===== src/rtl/irrigation_sequencer.sv =====
// Irrigation sequencer: synchronizes and debounces the tank/climate sensors and
// drives the inlet, sprinkler and drip valves through a small run-time FSM.
module irrigation_sequencer #(
    parameter int unsigned DEBOUNCE_CYCLES = 4,
    parameter int unsigned MIN_ON_CYCLES   = 16
) (
    input  logic       clk,
    input  logic       reset,
    input  logic       high,
    input  logic       middle,
    input  logic       low,
    input  logic       umidadeDoSolo,
    input  logic       umidadeDoAr,
    input  logic       temperatura,
    output logic       ValvulaDeEntrada,
    output logic       ValvulaDeAspersao,
    output logic       ValvulaDeGotejamento,
    output logic       saidaDoAlarme,
    output logic       erro,
    output logic [2:0] estado
);

    localparam logic [2:0] IDLE        = 3'd0;
    localparam logic [2:0] ASPERSAO    = 3'd1;
    localparam logic [2:0] GOTEJAMENTO = 3'd2;
    localparam logic [2:0] TROCA       = 3'd3;
    localparam logic [2:0] ALARME      = 3'd4;

    localparam logic [7:0]  db_last  = 8'(DEBOUNCE_CYCLES - 1);
    localparam logic [15:0] run_load = 16'(MIN_ON_CYCLES - 1);
    // Bit order {high, middle, low, solo, ar, temperatura}: soil and air start "wet/humid".
    localparam logic [5:0]  filt_rst = 6'b000110;

    logic [5:0]      raw, sync1_q, sync2_q, filt_q, filt_d;
    logic [5:0][7:0] db_cnt_q, db_cnt_d;
    logic [2:0]      state_q, state_d;
    logic [15:0]     run_q, run_d;
    logic            entrada_d;
    logic            f_high, f_middle, f_low, f_solo, f_ar, f_temp;
    logic            erro_c, alarm_c, demand, sprinkle;

    assign raw = {high, middle, low, umidadeDoSolo, umidadeDoAr, temperatura};
    assign {f_high, f_middle, f_low, f_solo, f_ar, f_temp} = filt_q;

    assign erro_c   = (f_high & ~f_middle) | (f_middle & ~f_low) | (f_high & ~f_low);
    assign alarm_c  = ~f_low | erro_c;
    assign demand   = ~f_solo & ~alarm_c;
    assign sprinkle = f_middle & (~f_ar | f_temp);

    // Debounce: adopt the synchronized value after DEBOUNCE_CYCLES consecutive differences.
    always_comb begin
        filt_d   = filt_q;
        db_cnt_d = db_cnt_q;
        for (int i = 0; i < 6; i++) begin
            if (sync2_q[i] != filt_q[i]) begin
                if (db_cnt_q[i] == db_last) begin
                    filt_d[i]   = sync2_q[i];
                    db_cnt_d[i] = '0;
                end else begin
                    db_cnt_d[i] = db_cnt_q[i] + 8'd1;
                end
            end else begin
                db_cnt_d[i] = '0;
            end
        end
    end

    // FSM next state and minimum-run counter; alarm overrides everything.
    always_comb begin
        state_d = state_q;
        run_d   = run_q;
        if (alarm_c) begin
            state_d = ALARME;
        end else begin
            case (state_q)
                IDLE: begin
                    if (demand) begin
                        state_d = sprinkle ? ASPERSAO : GOTEJAMENTO;
                        run_d   = run_load;
                    end
                end
                ASPERSAO, GOTEJAMENTO: begin
                    if (run_q != '0) begin
                        run_d = run_q - 16'd1;
                    end else if (!demand) begin
                        state_d = IDLE;
                    end else if (sprinkle != (state_q == ASPERSAO)) begin
                        state_d = TROCA;
                    end
                end
                default: state_d = IDLE;
            endcase
        end
    end

    // Inlet hysteresis; clear wins over set.
    always_comb begin
        entrada_d = ValvulaDeEntrada;
        if (f_high | erro_c) begin
            entrada_d = 1'b0;
        end else if (~f_middle & ~erro_c) begin
            entrada_d = 1'b1;
        end
    end

    // Sensor pipeline state.
    always_ff @(posedge clk or posedge reset) begin
        if (reset) begin
            sync1_q  <= '0;
            sync2_q  <= '0;
            filt_q   <= filt_rst;
            db_cnt_q <= '0;
        end else begin
            sync1_q  <= raw;
            sync2_q  <= sync1_q;
            filt_q   <= filt_d;
            db_cnt_q <= db_cnt_d;
        end
    end

    // FSM state and registered outputs; valves decode next state so they align with estado.
    always_ff @(posedge clk or posedge reset) begin
        if (reset) begin
            state_q              <= IDLE;
            run_q                <= '0;
            ValvulaDeEntrada     <= 1'b0;
            ValvulaDeAspersao    <= 1'b0;
            ValvulaDeGotejamento <= 1'b0;
            saidaDoAlarme        <= 1'b1;
            erro                 <= 1'b0;
        end else begin
            state_q              <= state_d;
            run_q                <= run_d;
            ValvulaDeEntrada     <= entrada_d;
            ValvulaDeAspersao    <= (state_d == ASPERSAO);
            ValvulaDeGotejamento <= (state_d == GOTEJAMENTO);
            saidaDoAlarme        <= alarm_c;
            erro                 <= erro_c;
        end
    end

    assign estado = state_q;

endmodule


===== config.mk =====
export PLATFORM = sky130hd
export DESIGN_NAME = irrigation_sequencer
export DESIGN_NICKNAME = d
export VERILOG_FILES = /design/src/rtl/irrigation_sequencer.sv
export SDC_FILE = /design/constraint.sdc
export NUM_CORES = 1
export LEC_CHECK = 0
export ABC_AREA = 1
export ABC_CLOCK_PERIOD_IN_PS = 3300
export BUFFER_PORTS_ARGS = -buffer_cell sky130_fd_sc_hd__buf_2
export CORE_ASPECT_RATIO = 0.7
export CORE_MARGIN = 3
export CORE_UTILIZATION = 55
export DETAILED_ROUTE_END_ITERATION = 6
export PLACE_DENSITY = 0.73
export SKIP_LAST_GASP = 1
export SYNTH_ARGS = -nofsm -noshare
export SYNTH_HDL_FRONTEND = slang
export SYNTH_SLANG_ARGS = --single-unit

===== constraint.sdc =====
create_clock -name clk -period 3.3 [get_ports clk]
set_input_delay 0.165 -clock clk [delete_from_list [all_inputs] [get_ports clk]]
set_output_delay 0.165 -clock clk [all_outputs]
set_load 0.05 [all_outputs]

==> flow_summary.yaml, run 1 <==
floorplanning:
  die_y_um: 80.0
  chipWidth_um: 112
  rows: 26
  core_area_um2: 7450
  die-area_um2: 8940
  io_pins: 16
  start_util_pct: 57.8
setup_path:
  critical_path.max_fanout: 18
  cp-end-kind: "flop"
  crit_chain: "inv_1 > nand3_2 > nand2_2 > nand2_2 > nand2_2 > nand2_4 > inv_4 > o21ai_0"
  r2r_slack_ns: 1.65
  crit_top_cell: "nand2_2"
  r2r_cells: 8
  cp_top_family: "simple AND/OR/NAND/NOR gates"
  crit_buf_inv: 2
  reg2reg_to: "run_q[8]"
  crit_type: "reg -> reg"
  slowest_stage: "dfrtp_1"
  timing.rr.start: "estado[1]"
  max_stage_delay_ns: 0.44
  crit_arrival_ns: 1.89
  start_kind: "flop"
  crit_required_ns: 3.54
  setup.worst_path.start: "estado[1]"
detailed_routing:
  vias: 3246
  detailedRoute.firstPassIterationCount: 4
  routed_via_density: 5.07
  drc: 0
  wl_per_cell_um: 12.1
  wirelength_mm: 7.75
  first_iter_violations: 169
  ant_nets: 0
clock_network:
  ctsHoldBuffers: 6
  cts_max_level: 3
  cts_root_buffer: "clkbuf_8"
  post_cts_buffers: 0
  cts.reportedPaths.clkPinSlew_ns: 0.08
  cts-resized-gates: 0
  clkLatencyLatePin_ns: 0.35
  numCtsBuffers: 9
  max-clock-path-buffers: 2
  cts_tree: "done"
  numClockSinks: 90
global_route:
  grt_use_total_pct: 19.7
  antenna_found_initial: 0
  grt_pass1_vias: 3204
  grt_pass1_wl_mm: 14.1
  grt_start_max_net_pins: 65
  overflow: 0
timing:
  setup_tns_ns: 0
  hold_ws_ns: 0.0195
  setup_viol: 0
  finalMaxSlewViolations: 0
  fin_skew_ns: 0.0111
  fin_crit_ns: 1.65
  hold_viol_final: 0
  rsz0062_at_grt: "false"
  fmax_mhz: 606
  fin_crit_sh_pct: 50.0
  setup_ws_ns: 1.65
  worstMarginPinSlew_ns: 1.06
  relSlewSlack_pct: 29.4
logic_synthesis:
  netlist_area_um2: 4300
  synth_seq_cells: 90
  yosysTopAreaCellShare_pct: 50.6
  ys_warn_count: 0
  syn-num-nets: 523
  postSynthAreaPerCell_um2: 8.49
  synth.area.top_cells: "dfrtp_1, nand2_1, nor2_1"
  yosys.area.top_type: "dfrtp_1"
  synthDistinctLibCells: 32
  syn_inst: 507
  yosysSeqAreaShare_pct: 52.4
power:
  clock_power_share_pct: 23.7
  pwr-share-comb_pct: 28.8
  peakVddDrop_v: 0.000476
  powerDensity_nw_per_um2: 647
  p_switching_uw: 1130
  power.total_uw: 3060
  seqPwrFrac_pct: 47.5
  p_sw_share_pct: 37.1
  power.internal_uw: 1920
  p_leak_uw: 0.00234
place:
  place_congestion: 0.874
  dpl.hpwl_mm: 5.63
  port-buffer-count: 15
  preCtsSetupSlack_ns: 1.66
flow_run:
  maxCapViolCount: 0
finish:
  n_fill_cell: 647
  drive_gt1_share_pct: 9.59
  num-nets-final: 553
  areaGrowthSynthToFinish_pct: 9.77
  final_common_cell: "nand2_1"
  n_antenna_cell: 0
  layout_common_cells: "nand2_1, nor2_1, dfrtp_1"
  multi_input_area_um2: 1750
  seq_area_um2: 2260
run_status:
  status: "complete, no violations"
hold_path:
  hp-class: "in -> async"
cell type report:
type | count | area share, %
Clock buffer | 14 | 3.02
Clock inverter | 2 | 0.821
Inverter | 69 | 5.56
Multi-Input combinational cell | 344 | 37.1
Sequential cell | 90 | 47.8
Tap cell | 98 | 2.60
Timing Repair Buffer | 23 | 3.18
how the worst max path moves through the flow:
stage / cells past startpoint / end / slack, ns
after floorplan: 1 / ValvulaDeAspersao / 0.80
final: 8 / run_q[8] / 1.65
after detailed placement: 11 / run_q[1] / 1.66
after global routing: 8 / run_q[10] / 1.47
after global placement: 11 / run_q[1] / 1.74
after CTS: 11 / run_q[1] / 1.65
cell families (layout without fill, tap and decap cells):
| kind of cell | Yosys count | in the layout | share of synthesized area, % |
|---|---|---|---|
| fa+ha+maj | 8 | 8 | 2.33 |
| flops | 90 | 90 | 52.4 |
| compound gates | 38 | 38 | 5.32 |
| xor+xnor | 31 | 31 | 6.31 |
| buf+inv | 73 | 108 | 6.89 |
| simple gates | 267 | 267 | 26.7 |
cells in the mapped netlist, drive strengths merged:
| master | n |
|---|---|
| and3 | 1 |
| nand4 | 9 |
| nand3b | 5 |
| dfstp | 3 |
| xor2 | 22 |
| buf | 4 |
| inv | 68 |
| nand3 | 29 |
| ha | 8 |
| xnor2 | 9 |
| a21oi | 12 |
| a31oi | 1 |
| nor2 | 98 |
| o21ai | 25 |
| nor3 | 18 |
| dfrtp | 87 |
| nor4 | 5 |
| nand2 | 102 |
| clkinv | 1 |
per-stage QoR:
stage | utilization, % | std cells | instance area [µm²]
after global routing | 63.4 | 640 | 4720
final | 63.4 | 640 | 4720
after detailed placement | 60.2 | 618 | 4480
after global placement | 60.2 | 618 | 4480
after CTS | 63.4 | 640 | 4720
after floorplan | - | 507 | 4300
per-layer routing:
| metal | wire length (µm) | share of wire (%) | vias up | global-route usage [%] |
|---|---|---|---|---|
| li1 | - | - | 1659 | - |
| met1 | 3810 | 49 | 1531 | 26.6 |
| met2 | 3550 | 46 | 44 | 31.3 |
| met3 | 279 | 3.6 | 12 | 4.85 |
| met4 | 116 | 1.5 | 0 | 6.68 |
| met5 | 0 | 0 | - | 0 |
flip-flops by register name (all words and copies together) (netlist names), 3 cells and up:
| name | cells |
|---|---|
| filt_q | 6 |
| sync1_q | 6 |
| sync2_q | 6 |
| estado | 3 |
| run_q | 16 |
| db_cnt_q | 48 |
worst reg2reg max path, delay by kind of cell, from the launching register on:
family / cells / cell delay (ns)
flip-flops: 1 / 0.44
AND/OR/NAND/NOR: 5 / 0.64
AO/OA/AOI/OAI: 1 / 0.11
buffers and inverters: 2 / 0.33
power by group through the flow:
stage | Sequential (µW) | Clock, µW | Combinational, µW
after floorplan | 1500 | 0 | 639
final | 1450 | 723 | 882
after detailed placement | 1470 | 0 | 882
after global placement | 1460 | 0 | 851
after CTS | 1450 | 745 | 894
after global routing | 1480 | 795 | 1020
No activity file was read; power rests on OpenSTA's default activity.
==> run 2: changes to the inputs <==
--- a/config.mk
+++ b/config.mk
@@ -6,13 +6,13 @@
 export NUM_CORES = 1
 export LEC_CHECK = 0
 export ABC_AREA = 1
-export ABC_CLOCK_PERIOD_IN_PS = 3300
+export ABC_CLOCK_PERIOD_IN_PS = 1450
 export BUFFER_PORTS_ARGS = -buffer_cell sky130_fd_sc_hd__buf_2
 export CORE_ASPECT_RATIO = 0.7
 export CORE_MARGIN = 3
 export CORE_UTILIZATION = 55
 export DETAILED_ROUTE_END_ITERATION = 6
-export PLACE_DENSITY = 0.73
+export PLACE_DENSITY = 0.76
 export SKIP_LAST_GASP = 1
 export SYNTH_ARGS = -nofsm -noshare
 export SYNTH_HDL_FRONTEND = slang
==> constraint.sdc (replaced) <==
create_clock -name clk -period 1.45 [get_ports clk]
set_input_delay 0.0725 -clock clk [delete_from_list [all_inputs] [get_ports clk]]
set_output_delay 0.0725 -clock clk [all_outputs]
set_load 0.05 [all_outputs]
==> flow_summary.yaml, run 2 (synthesis results as in run 1) <==
run_status:
  status: "finished, violations left"
  violations: "setup timing"
timing:
  fin_skew_ns: 0.0117
  fin_crit_sh_pct: 107
  hold_viol_final: 0
  setup_ws_ns: -0.104
  worstMarginPinSlew_ns: 0.366
  setup_tns_ns: -0.959
  finalMaxSlewViolations: 0
  fmax_mhz: 643
  rsz0062_at_grt: "true"
  relSlewSlack_pct: 75.6
  fin_crit_ns: 1.55
  setup_viol: 20
clock_network:
  cts_root_buffer: "clkbuf_8"
  numClockSinks: 90
  cts.reportedPaths.clkPinSlew_ns: 0.10
  cts_tree: "done"
  clkLatencyLatePin_ns: 0.36
  max-clock-path-buffers: 2
  cts_max_level: 3
  numCtsBuffers: 9
global_route:
  gr-usage-met2_pct: 35.4
  use_met3_pct: 4.32
  grt_use_total_pct: 21.1
  gr-max-usage-layer: "met2"
  grt_start_max_net_pins: 42
  grt_util_met1_pct: 27.5
  grt_pass1_wl_mm: 15.1
  antenna_found_initial: 0
  grt_pass1_vias: 3338
  overflow: 0
setup_path:
  timing.rr.start: "run_q[0]"
  r2r_slack_ns: -0.10
  crit_type: "reg -> reg"
  critical_path.max_fanout: 4
  start_kind: "flop"
  reg2reg_to: "run_q[12]"
  cp-endpoint: "run_q[12]"
  setup.worst_path.start: "run_q[0]"
  crit_arrival_ns: 1.80
  crit_required_ns: 1.70
  r2r_cells: 9
  cp-end-kind: "flop"
power:
  p_leak_uw: 0.00251
  powerDensity_nw_per_um2: 1460
  peakVddDrop_v: 0.00103
floorplanning:
  rows: 26
  start_util_pct: 57.8
  die-area_um2: 8940
  chipWidth_um: 112
  io_pins: 16
  die_y_um: 80.0
  core_area_um2: 7450
finish:
  layout_common_cells: "nand2_1, nor2_1, dfrtp_1"
  num-nets-final: 583
  reg_top3: "db_cnt_q: 48 flops, run_q: 16 flops"
  n_antenna_cell: 0
  instances_no_fill: 670
  regMostFlops: "db_cnt_q"
  largest_register_ffs: 48
  final_common_cell: "nand2_1"
  areaGrowthSynthToFinish_pct: 21.2
  drive_gt1_share_pct: 23.3
detailed_routing:
  detailedRoute.firstPassIterationCount: 5
  wirelength_mm: 9.08
  first_iter_violations: 222
  routed_via_density: 5.14
  drc: 0
  ant_nets: 0
  wl_per_cell_um: 13.6
  vias: 3446
place:
  dpl.hpwl_mm: 6.00
  port-buffer-count: 15
  placed_cells: 637
  place_congestion: 0.874
flow_run:
  maxCapViolCount: 0
hold_path:
  hp-class: "in -> async"
[run 2: cell count changes in the layout (fill, tap and decap cells not counted), sizes merged, moves of 2 or more]
cell,previous run,this run
buf,17,45
clkbuf,14,10
clkinv,3,5
inv,67,70
[run 2: how the worst min path moves through the flow]
stage | end | slack (ns) | cells past startpoint
after global routing | erro | 0.24 | 3
after CTS | erro | 0.23 | 3
after global placement | sync1_q[1] | 0.07 | 2
final | erro | 0.24 | 3
after detailed placement | sync1_q[1] | 0.07 | 2
after floorplan | sync1_q[0] | 0.10 | 0
[run 2: what timing repair did]
item                                    in CTS  in global routing
hold buffers                                 7                  0
resized for setup                           18                 44
endpoints found under the hold margin       21                  0
setup buffers                                3                  6
endpoints found under the setup margin      20                 25
pin swaps                                    7                 11
cloned                                       0                  1
[run 2: layout make-up]
type                       instances  area [µm²]
clock buffer                       9         124
clock inverter                     7        73.8
fill                             552        2230
inverter                          69         272
multi-input combinational        344        1920
sequential                        90        2260
tap                               98         123
timing repair buffer              53         437
[run 2: metal layers]
metal  share of wire [%]  wire (µm)
met4                0.72         65
met3                 4.5        409
met1                  45       4090
met2                  50       4520
met5                   0          0
[run 2: through the flow]
stage | setup WS [ns] | area (µm²) | power, µW | hold slack, ns | util [%]
floorplan | 0.0117 | 4310 | 4880 | 0.104 | -
CTS | 0.00142 | 5010 | 7350 | 0.226 | 67.2
detailed placement | -0.0967 | 4670 | 5570 | 0.0718 | 62.7
global route | -0.195 | 5220 | 8140 | 0.235 | 70.0
global placement | -0.0387 | 4670 | 5480 | 0.0717 | 62.7
finish | -0.104 | 5220 | 7590 | 0.237 | 70.0
[run 2: worst max-delay path, cell delays in order (launching register included)]
cell	delay [ns]
dfrtp_1	0.40
inv_2	0.11
ha_2	0.21
nand2_2	0.12
inv_1	0.13
nand3_1	0.13
xor2_1	0.20
nor2_1	0.06
nand2_1	0.05
nand2_1	0.04
[run 2: power breakdown]
part,internal [µW],switching (µW)
logic,1020,1620
registers,2930,391
clock network,676,960
total,4620,2970
==> run 3: changes to the inputs <==
==> constraint.sdc (replaced) <==
create_clock -name clk -period 1.45 [get_ports clk]
set_input_delay 0.0725 -clock clk [delete_from_list [all_inputs] [get_ports clk]]
set_output_delay 0.0725 -clock clk [all_outputs]
set_load 0.01 [all_outputs]
==> flow_summary.yaml, run 3 (synthesis results as in run 1) <==
run_status:
  status: "finished, violations left"
  violations: "setup timing"
power:
  powerDensity_nw_per_um2: 1460
  pwr-share-comb_pct: 33.4
  clock_power_share_pct: 23.0
  p_leak_uw: 0.00253
  p_sw_share_pct: 36.8
  power.internal_uw: 4790
  power.total_uw: 7570
  seqPwrFrac_pct: 43.6
  p_switching_uw: 2790
  peakVddDrop_v: 0.00105
timing:
  fmax_mhz: 666
  relSlewSlack_pct: 69.5
  setup_ws_ns: -0.0523
  worstMarginPinSlew_ns: 0.457
  fin_crit_ns: 1.50
  setup_viol: 16
  fin_skew_ns: 0.00702
  fin_crit_sh_pct: 104
  rsz0062_at_grt: "true"
  finalMaxSlewViolations: 0
  hold_viol_final: 0
setup_path:
  start_kind: "flop"
  crit_type: "reg -> reg"
  critical_path.max_fanout: 9
  crit_arrival_ns: 1.77
  crit_required_ns: 1.71
  cp-end-kind: "flop"
finish:
  regMostFlops: "db_cnt_q"
  final_common_cell: "nor2_1"
  largest_register_ffs: 48
  fin_util_pct: 69.8
  areaGrowthSynthToFinish_pct: 20.9
  num-nets-final: 589
  seq_area_um2: 2260
  multi_input_area_um2: 1880
  reg_top3: "db_cnt_q: 48 flops, run_q: 16 flops"
  layout_common_cells: "nor2_1, dfrtp_1, nand2_1"
  drive_gt1_share_pct: 21.1
  n_antenna_cell: 0
  n_fill_cell: 556
hold_path:
  hp-class: "in -> async"
detailed_routing:
  drc: 0
  routed_via_density: 5.09
  wirelength_mm: 8.85
  detailedRoute.firstPassIterationCount: 4
  ant_nets: 0
  wl_per_cell_um: 13.1
  first_iter_violations: 216
  vias: 3441
global_route:
  overflow: 0
  grt_start_max_net_pins: 39
  grt_pass1_wl_mm: 15.4
  grt_pass1_vias: 3424
  antenna_found_initial: 0
  grt_use_total_pct: 21.6
clock_network:
  max-clock-path-buffers: 2
  cts_max_level: 3
  numCtsBuffers: 9
  cts_root_buffer: "clkbuf_8"
  cts.reportedPaths.clkPinSlew_ns: 0.09
  numClockSinks: 90
  cts_tree: "done"
  clkLatencyLatePin_ns: 0.37
floorplanning:
  core_area_um2: 7450
  rows: 26
  io_pins: 16
  die_y_um: 80.0
  start_util_pct: 57.8
  die-area_um2: 8940
  chipWidth_um: 112
flow_run:
  maxCapViolCount: 0
place:
  dpl.hpwl_mm: 6.16
  place_congestion: 0.847
  port-buffer-count: 15
==> run 3: repair_timing <==
| action | CTS | global route |
|---|---|---|
| setup endpoints to repair | 20 | 25 |
| resized for setup | 30 | 25 |
| gates cloned | 1 | 0 |
| hold buffers | 7 | 0 |
| setup buffers | 2 | 2 |
| pin swaps | 7 | 15 |
| hold endpoints to repair | 22 | 0 |
==> run 3: layout make-up <==
type                       count  share of cell area (%)
multi-input combinational    344                    36.2
clock buffer                  10                    2.45
tap                           98                    2.36
timing repair inverter         1                   0.217
clock inverter                 6                    1.42
sequential                    90                    43.4
timing repair buffer          58                    8.76
inverter                      69                    5.20
==> run 3: per-stage QoR <==
| stage | TNS [ns] | hold WS [ns] | std cells | area [µm²] | setup WS [ns] |
|---|---|---|---|---|---|
| after floorplan | 0 | 0.104 | 507 | 4310 | 0.0118 |
| after global placement | -0.110 | 0.110 | 648 | 4730 | -0.0245 |
| after detailed placement | -2.02 | 0.118 | 648 | 4730 | -0.169 |
| after CTS | -0.147 | 0.254 | 674 | 5110 | -0.0191 |
| after global routing | -2.63 | 0.295 | 676 | 5200 | -0.164 |
| final | -0.587 | 0.263 | 676 | 5200 | -0.0523 |
==> run 3: worst max-delay path: stages, from the launching register on <==
cell     delay (ns)
dfrtp_1        0.40
inv_2          0.12
ha_4           0.15
nand2_2        0.05
nor2_2         0.11
nand2_1        0.07
nand2_2        0.09
nand2_4        0.08
nand2_8        0.13
inv_8          0.07
nand2_1        0.06
o21ai_1        0.06
==> run 3: path summary, 6_finish.rpt <==
| kind | startpoint | to | slack, ns | cells past startpoint |
|---|---|---|---|---|
| max | run_q[0] | run_q[1] | -0.05 | 11 |
| min | reset | estado[1] | 0.26 | 3 |
| max reg2reg | run_q[0] | run_q[1] | -0.05 | 11 |
| min reg2reg | sync1_q[2] | sync2_q[2] | 0.35 | 0 |
| max in group asynchronous | reset | filt_q[2] | 0.61 | 4 |
| min in group clk | low | sync1_q[3] | 0.34 | 2 |
==> run 3: power groups by stage <==
| stage | Sequential, µW | Clock, µW | Combinational, µW |
|---|---|---|---|
| after floorplan | 3270 | 0 | 1450 |
| after global routing | 3350 | 1910 | 2840 |
| after global placement | 3310 | 0 | 2020 |
| after CTS | 3290 | 1790 | 2360 |
| after detailed placement | 3330 | 0 | 2140 |
| final | 3300 | 1740 | 2530 |
==> run 3: metal layers <==
layer,up-vias,GRT usage (%),wire length [µm]
met5,-,0,0
met4,0,8.75,184
met3,20,6.29,386
met2,62,36.1,4180
met1,1630,26.6,4100
li1,1729,-,-
